`src/rtl/mmu_tlb.sv`:
```
// mmu_tlb: clocked page translator with a fully-associative TLB.
// Supervisor accesses decode a fixed board map; user accesses hit the TLB or
// fetch an entry from the external page-table RAM over a req/ack handshake.
// Optional feature macro: MMU_TLB_WP_EN (per-entry write-protect faults).
module mmu_tlb #(
  parameter int unsigned VA_PAGE_BITS = 12,
  parameter int unsigned TASK_BITS    = 4,
  parameter int unsigned PA_PAGE_BITS = 16,
  parameter int unsigned TLB_ENTRIES  = 4
) (
  input  logic                              clk,
  input  logic                              rst_n,
  input  logic                              req,
  input  logic [VA_PAGE_BITS-1:0]           addr_in,
  input  logic [2:0]                        fc,
  input  logic                              rw,
  input  logic [TASK_BITS-1:0]              user_map,
  input  logic [7:0]                        supervisor_map_1,
  input  logic [7:0]                        supervisor_map_2,
  input  logic                              flush,
  output logic                              table_ram_req,
  output logic [TASK_BITS+VA_PAGE_BITS-1:0] table_ram_addr,
  input  logic                              table_ram_ack,
  input  logic [PA_PAGE_BITS+1:0]           table_ram_data,
  output logic [PA_PAGE_BITS-1:0]           addr_out,
  output logic                              ready,
  output logic                              fault
);

  localparam int unsigned TAG_BITS = TASK_BITS + VA_PAGE_BITS;
  localparam int unsigned IDX_BITS = (TLB_ENTRIES > 1) ? $clog2(TLB_ENTRIES) : 1;

  typedef enum logic [1:0] {IDLE, FETCH, DONE, RELEASE} state_t;

  state_t                  state;
  logic [TLB_ENTRIES-1:0]  ent_valid;
  logic [TAG_BITS-1:0]     ent_tag  [TLB_ENTRIES];
  logic [PA_PAGE_BITS-1:0] ent_page [TLB_ENTRIES];
  logic [IDX_BITS-1:0]     victim;

  logic [TAG_BITS-1:0]     tag_c;
  logic                    hit_c;
  logic [PA_PAGE_BITS-1:0] hit_page_c;
  logic                    hit_wp_fault_c;
  logic                    fill_wp_fault_c;
  logic                    fill_c;
  logic                    entry_valid_c;
  logic                    unused_bits;

  assign unused_bits = ^fc[1:0];

  // Fixed supervisor board map, zero-extended to the physical page width.
  function automatic logic [PA_PAGE_BITS-1:0] sup_decode(
    input logic [11:0] va,
    input logic [7:0]  sel1,
    input logic [7:0]  sel2
  );
    logic [15:0] pa;
    pa = 16'h0000;
    case (va[11:10])
      2'b00: pa = {6'b100000, va[9:0]};
      2'b01: pa = {6'b010000, va[9:0]};
      2'b11: pa = {4'h3, va};
      default: begin
        case (va[9:8])
          2'b00: pa = {8'h03, va[7:0]};
          2'b01: pa = va[7] ? {9'b000000100, va[6:0]} : {9'b000000010, va[6:0]};
          2'b10: pa = {sel1, va[7:0]};
          default: pa = {sel2, va[7:0]};
        endcase
      end
    endcase
    return PA_PAGE_BITS'(pa);
  endfunction

`ifdef MMU_TLB_WP_EN
  logic ent_wp [TLB_ENTRIES];
  logic rw_q;
  logic hit_wp_c;
`endif

  assign tag_c         = {user_map, addr_in};
  assign entry_valid_c = table_ram_data[PA_PAGE_BITS+1];
  assign fill_c        = (state == FETCH) && table_ram_ack && entry_valid_c && !flush;

  // Parallel tag compare across all valid entries.
  always_comb begin
    hit_c      = 1'b0;
    hit_page_c = '0;
`ifdef MMU_TLB_WP_EN
    hit_wp_c   = 1'b0;
`endif
    for (int i = 0; i < int'(TLB_ENTRIES); i++) begin
      if (ent_valid[i] && (ent_tag[i] == tag_c)) begin
        hit_c      = 1'b1;
        hit_page_c = ent_page[i];
`ifdef MMU_TLB_WP_EN
        hit_wp_c   = ent_wp[i];
`endif
      end
    end
  end

`ifdef MMU_TLB_WP_EN
  assign hit_wp_fault_c  = hit_wp_c & ~rw;
  assign fill_wp_fault_c = table_ram_data[PA_PAGE_BITS] & ~rw_q;

  // Access direction captured at the miss, used when the entry returns.
  always_ff @(posedge clk or negedge rst_n) begin
    if (!rst_n) begin
      rw_q <= 1'b1;
    end else if (state == IDLE && req) begin
      rw_q <= rw;
    end
  end
`else
  logic unused_wp;
  assign unused_wp       = rw ^ table_ram_data[PA_PAGE_BITS];
  assign hit_wp_fault_c  = 1'b0;
  assign fill_wp_fault_c = 1'b0;
`endif

  // TLB payload storage; only the valid bits need a reset.
  always_ff @(posedge clk) begin
    if (fill_c) begin
      ent_tag[victim]  <= table_ram_addr;
      ent_page[victim] <= table_ram_data[PA_PAGE_BITS-1:0];
`ifdef MMU_TLB_WP_EN
      ent_wp[victim]   <= table_ram_data[PA_PAGE_BITS];
`endif
    end
  end

  // Control FSM, valid bits, victim pointer and registered outputs.
  always_ff @(posedge clk or negedge rst_n) begin
    if (!rst_n) begin
      state          <= IDLE;
      ent_valid      <= '0;
      victim         <= '0;
      table_ram_req  <= 1'b0;
      table_ram_addr <= '0;
      addr_out       <= '0;
      ready          <= 1'b0;
      fault          <= 1'b0;
    end else begin
      ready <= 1'b0;
      fault <= 1'b0;
      if (flush) begin
        ent_valid <= '0;
      end
      case (state)
        IDLE: begin
          if (req) begin
            if (fc[2]) begin
              addr_out <= sup_decode(12'(addr_in), supervisor_map_1, supervisor_map_2);
              ready    <= 1'b1;
              state    <= DONE;
            end else if (hit_c) begin
              ready    <= 1'b1;
              state    <= DONE;
              if (hit_wp_fault_c) begin
                fault    <= 1'b1;
                addr_out <= '0;
              end else begin
                addr_out <= hit_page_c;
              end
            end else begin
              table_ram_req  <= 1'b1;
              table_ram_addr <= tag_c;
              state          <= FETCH;
            end
          end
        end
        FETCH: begin
          if (table_ram_ack) begin
            table_ram_req <= 1'b0;
            ready         <= 1'b1;
            state         <= DONE;
            if (!entry_valid_c || fill_wp_fault_c) begin
              fault    <= 1'b1;
              addr_out <= '0;
            end else begin
              addr_out <= table_ram_data[PA_PAGE_BITS-1:0];
            end
            if (fill_c) begin
              ent_valid[victim] <= 1'b1;
              victim            <= victim + IDX_BITS'(1);
            end
          end
        end
        DONE: begin
          state <= RELEASE;
        end
        RELEASE: begin
          if (!req) begin
            state <= IDLE;
          end
        end
        default: begin
          state <= IDLE;
        end
      endcase
    end
  end

endmodule

```
`config.mk`:
```
export PLATFORM = sky130hd
export DESIGN_NAME = mmu_tlb
export DESIGN_NICKNAME = d
export VERILOG_FILES = /design/src/rtl/mmu_tlb.sv
export SDC_FILE = /design/constraint.sdc
export NUM_CORES = 1
export LEC_CHECK = 0
export BUFFER_PORTS_ARGS = -buffer_cell sky130_fd_sc_hd__buf_2
export CAP_MARGIN = 10
export CORE_MARGIN = 2
export CORE_UTILIZATION = 30
export CTS_CLUSTER_DIAMETER = 150
export DETAILED_ROUTE_END_ITERATION = 10
export GPL_TIMING_DRIVEN = 1
export SLEW_MARGIN = 0
export SYNTH_ARGS = -nofsm -noshare
export SYNTH_HDL_FRONTEND = slang
export SYNTH_SLANG_ARGS = --single-unit
```
`constraint.sdc`:
```
create_clock -name clk -period 8.5 [get_ports clk]
set_clock_uncertainty 0.15 [all_clocks]
set_input_delay 0.85 -clock clk [delete_from_list [all_inputs] [get_ports clk]]
set_output_delay 0.85 -clock clk [all_outputs]
set_load 0.005 [all_outputs]
```
# == Word-level counts from Yosys, hierarchy flattened ==
# Memories as Yosys holds them, arrays and structs flattened.
# Cells that the tools add are included.
# totals
ramBits,128
memories,2
out_inout_bits,35
inputBits,59
reg_bits,43
word_cells,95
# classes
magnitude_cmp,2
bitwise_logic,3
addsub,1
reduce_logical,18
eq_ne,17
n_mux,44
# memory_table
name,words,width,rd,rd_clocked_by_memory_dff,write_ports,line,source
ent_page,4,16,4,0,1,38,logic [PA_PAGE_BITS-1:0] ent_page [TLB_ENTRIES];
ent_tag,4,16,4,0,1,37,logic [TAG_BITS-1:0] ent_tag [TLB_ENTRIES];
# op_table
cell,n
$mux 16,9
$pmux 16 s3,2
$eq 16x16->1,4
$pmux 16 s2,1
$mux 1,18
$mux 4,4
$mux 10,1
$mux 2,5
$ne 2x2->1 const B,5
$eq 2x2->1 const B,4
$logic_and 1x1->1,8
$pmux 2 s4,1
$reduce_and 4->1,2
$eq 2x1->1 const B,3
$logic_not 2->1,3
$reduce_and 3->1,2
$reduce_and 5->1,1
$or 4x4->4,1
$pmux 1 s2,2
$lt 2x3->1 const B,1
$ne 3x3->1 const B,1
$add 2x1->2 const B,1
$demux 1 s2,1
$ge 2x1->1 const B,1
3 further kinds,4

# == Longest topological paths before layout ==
# An unclocked memory read counts as a cell.
# logic_depth
ltp_word,11
ltp_mapped,11
mapped_depth_nobuf,8

# == Worst setup path after synthesis ==
# OpenSTA, ideal clock, no wires.
# synth_path
path_type,input to register
startpoint,input addr_in[5]
endpoint,register table_ram_addr[10]
slack_ns,5.313
path_stages,9
t_required_ns,8.225
setup_ns,0.125
arrival_ns,2.912
path_cell_list,buf_2 > xor2_1 > or4_4 > nor4_4 > a22oi_2 > and3_4 > nand3_4 > buf_12 > mux2_4
# synth_via
elab_chain_len,8
elab_cells_between_ends,14
classes_between,eq/ne: 4; mux: 4; bitwise: 1; reduce/logical: 5
# synth_rtl
item,line,source
"start, declared",14,"input logic [VA_PAGE_BITS-1:0] addr_in,"
$eq 16x16->1,94,if (ent_valid[i] && (ent_tag[i] == tag_c)) begin
$logic_and 1x1->1,94,
$mux 1 (3 in series),94,
$mux 1 *,94,
$not 1->1 (no line) *,-,
$reduce_and 4->1 (no line) *,-,
"end signal, assigned",169,table_ram_addr <= tag_c;
"end, declared",22,"output logic [TASK_BITS+VA_PAGE_BITS-1:0] table_ram_addr,"
# Mark *: on every way between the ends. The rest lies on a longest branch, timed or not.
# A chain may end at the register's enable or synchronous reset.

# == Worst setup path after layout ==
# layout_path
startpoint,input addr_in[9]
endpoint,register addr_out[14]
# layout_via
elab_chain_len,10
elab_cells_between_ends,27
classes_between,eq/ne: 7; mux: 14; reduce/logical: 6
# layout_rtl
item,line,source
$eq 16x16->1,94,
$logic_and 1x1->1,94,
$mux 16 (4 in series),94,
$mux 16,158,end else if (hit_c) begin
$mux 16,154,if (fc[2]) begin
$mux 16,153,if (req) begin
$pmux 16 s2,151,case (state)
"end signal, assigned",155,"addr_out <= sup_decode(12'(addr_in), supervisor_map_1, supervisor_map_2);"
"end signal, assigned",165,addr_out <= hit_page_c;
"end signal, assigned",183,addr_out <= table_ram_data[PA_PAGE_BITS-1:0];
"end, declared",25,"output logic [PA_PAGE_BITS-1:0] addr_out,"
# Parallel ways exist; a longest one is shown, timed or not. The select of a mux whose other input is x is not followed.

==> results.yml <==
place:
  gp_congestion: 0.813
  dp_hpwl_um: 14000
  portBuffers: 89
run:
  cap_violations: 0
worst_setup_path:
  critPathCaptureType: "flop"
  crit_buf_inv: 1
  crit_slowest_cell: "and2_1"
  critical_path_required_ns: 8.66
  start_kind: "input port"
  critPathMaxStageDelay_ns: 0.72
  worstPathArrival_ns: 4.25
  cp-startpoint: "addr_in[9]"
  cp_max_fo: 16
  r2r-start: "ent_tag[2][10]$_DFFE_PP_"
  path_cells: "buf_2 -> xor2_1 -> or4_1 -> nor4_2 -> nand3_2 -> nand4_2 -> and2_1 -> mux2_1"
  crit_family: "simple AND/OR/NAND/NOR gates"
  crit_type: "in -> reg"
finish:
  drive_above_1_share_pct: 25.3
  layout_common_cells: "128 x edfxtp_1, 89 x buf_2, 44 x xnor2_1"
  final_util_pct: 35.7
  n_antenna_cell: 0
  layout.nets: 706
  regArea_um2: 4920
  layout_commonest_cell: "edfxtp_1"
  n_fill_cell: 2466
  multi_input_area_um2: 2640
  syn2layout_area_growth_pct: 17.9
pwr:
  peakVddDrop_mv: 0.128
  power_frac_clock_pct: 34.3
  combPwrFrac_pct: 20.7
  p_int_mw: 1.84
  p_sw_share_pct: 28.5
  p_leak_nw: 3.36
  power_density_nw_per_um2: 281
  p_sw_uw: 737
  seq_power_share_pct: 45.1
floorplanning:
  die_y_um: 165
  core_um2: 25800
  initial_utilization_pct: 30.3
  dieArea_um2: 27300
  ioPinCount: 94
  row_count: 59
  die_x_um: 165
clock_tree:
  root_buffer: "clkbuf_16"
  clkSlewWorstSetupHoldPaths_ns: 0.06
  cts-resized-gates: 0
  tritoncts: "done"
  hold_buffers: 0
  cts_sinks: 171
  cts_made_buffers: 17
  clk_latency_ns: 0.44
  clockBufferDepth: 2
  post_cts_buffers: 0
  h-tree-depth: 4
global_route:
  grt_overflow_total: 0
  antenna_found_initial: 0
  grt_pass1_vias: 5016
  grt_use_total_pct: 15.8
  grt_pass1_wl_um: 31300
  grt_max_degree: 44
synth:
  seq_area_frac_synth_pct: 63.1
  synth_seq_cells: 171
  avgSynthCellArea_um2: 13.9
  synth_edf_count: 128
  syn_area_um2: 7800
  ys_async_sr_fraction_pct: 25.1
  ys_warn_count: 0
  synth_ff_type: "edfxtp_1"
  syn-num-nets: 627
  syn-instance-count: 560
  synth_cell_types: 69
sta:
  slew_headroom_pct: 37.0
  hold_viol: 0
  tns_ns: 0
  rsz0062_at_grt: "no"
  fin_crit_sh_pct: 48.1
  whs_ns: 0.319
  setup_viol: 0
  slew_viol_final: 0
  fmax_ghz: 0.245
  worst_pin_slew_ns: 0.941
  finalCriticalPeriod_ns: 4.09
min_path:
  hold_class: "reg -> reg"
  min_from: "ent_valid[3]$_DFF_PN0_"
detailed_routing:
  wire_per_inst_um: 20.8
  ant_nets: 0
  drt_first_pass_iters: 5
  finalWirelength_um: 20600
  drc: 0
  vias_per_cell: 5.06
  vias: 4991
  drt_iter0_drc: 485
outcome:
  status: "complete, no violations"
[cell type report]
class                      instances  area share [%]
inverter                          10           0.408
timing repair buffer              97            5.50
multi-input combinational        342            28.7
clock buffer                      18            4.67
tap                              335            4.56
clock inverter                    14            2.65
sequential                       171            53.5
[state kept, by name, summed over array words and instances, names as in the netlist]
name / count
state: 2
ent_page: 64
ent_tag: 64
table_ram_req: 1
ent_valid: 4
fault: 1
table_ram_addr: 16
addr_out: 16
ready: 1
victim: 2
[cell usage after synthesis, types with 5 or more instances]
master     count  area share, %
edfxtp_1     128             49
xnor2_1       44            4.9
dfrtp_1       43             14
a21oi_1       31            2.0
nand2_1       21            1.0
xor2_1        21            2.4
a31oi_1       16            1.3
buf_2         15           0.96
clkbuf_1      15           0.72
nor2_1        14           0.67
nand4_1       12           0.96
mux2_2        11            1.6
o21ai_0       11           0.71
and3_1        10           0.80
mux2_4        10            1.9
nand2b_1      10           0.80
inv_1          9           0.43
a221o_1        8            1.0
and2_1         8           0.64
ha_1           8            1.3
nand3_1        8           0.51
nand4b_1       8           0.90
a32o_1         7           0.90
o2111ai_1      7           0.79
nor3_1         6           0.38
o22ai_1        6           0.48
a21o_1         5           0.48
mux2i_1        5           0.64
[power groups by stage]
| stage | Combinational (mW) | Sequential, mW | Clock [mW] |
|---|---|---|---|
| 2_1_floorplan | 0.331 | 1.16 | 0 |
| 3_3_place_gp | 0.530 | 1.18 | 0 |
| 3_5_place_dp | 0.544 | 1.18 | 0 |
| 4_1_cts | 0.546 | 1.17 | 0.900 |
| 5_1_grt | 0.600 | 1.18 | 0.931 |
| 6_report | 0.534 | 1.16 | 0.885 |
[per-layer routing]
metal	wire length [um]	GRT usage (%)	up-vias
li1	-	-	2299
met1	8930	21.5	2487
met2	9840	25.1	185
met3	1530	3.65	20
met4	270	4.58	0
met5	0	0	-
[metrics by stage]
stage | area [um^2] | std cells | worst slack [ns] | power (mW)
4_1_cts | 9200 | 987 | 4.39 | 2.61
3_3_place_gp | 8520 | 955 | 3.98 | 1.71
3_5_place_dp | 8520 | 955 | 3.93 | 1.73
5_1_grt | 9200 | 987 | 4.19 | 2.72
2_1_floorplan | 7800 | 560 | 5.31 | 1.49
6_report | 9200 | 987 | 4.41 | 2.58
[cell families (layout without fill, tap and decap cells)]
kind of cell | count (synthesis) | count (layout) | share of synthesized area (%)
fa+ha+maj | 8 | 8 | 1.28
xor+xnor | 65 | 65 | 7.30
compound gates | 118 | 118 | 10.7
simple gates | 122 | 122 | 9.93
mux | 29 | 29 | 4.59
flops | 171 | 171 | 63.1
buf+inv | 47 | 139 | 3.10
[final timing paths]
| kind | slack (ns) | end | cells past startpoint |
|---|---|---|---|
| min in group asynchronous | 0.39 | ready$_DFF_PN0_ | 2 |
| max | 4.41 | addr_out[14]$_DFFE_PN0P_ | 8 |
| min | 0.32 | ent_valid[3]$_DFF_PN0_ | 1 |
| max reg2reg | 4.67 | addr_out[14]$_DFFE_PN0P_ | 7 |
| max in group asynchronous | 7.35 | table_ram_addr[1]$_DFFE_PN0P_ | 2 |
| min reg2reg | 0.32 | ent_valid[3]$_DFF_PN0_ | 1 |
Power figures use the tool's default switching activity.
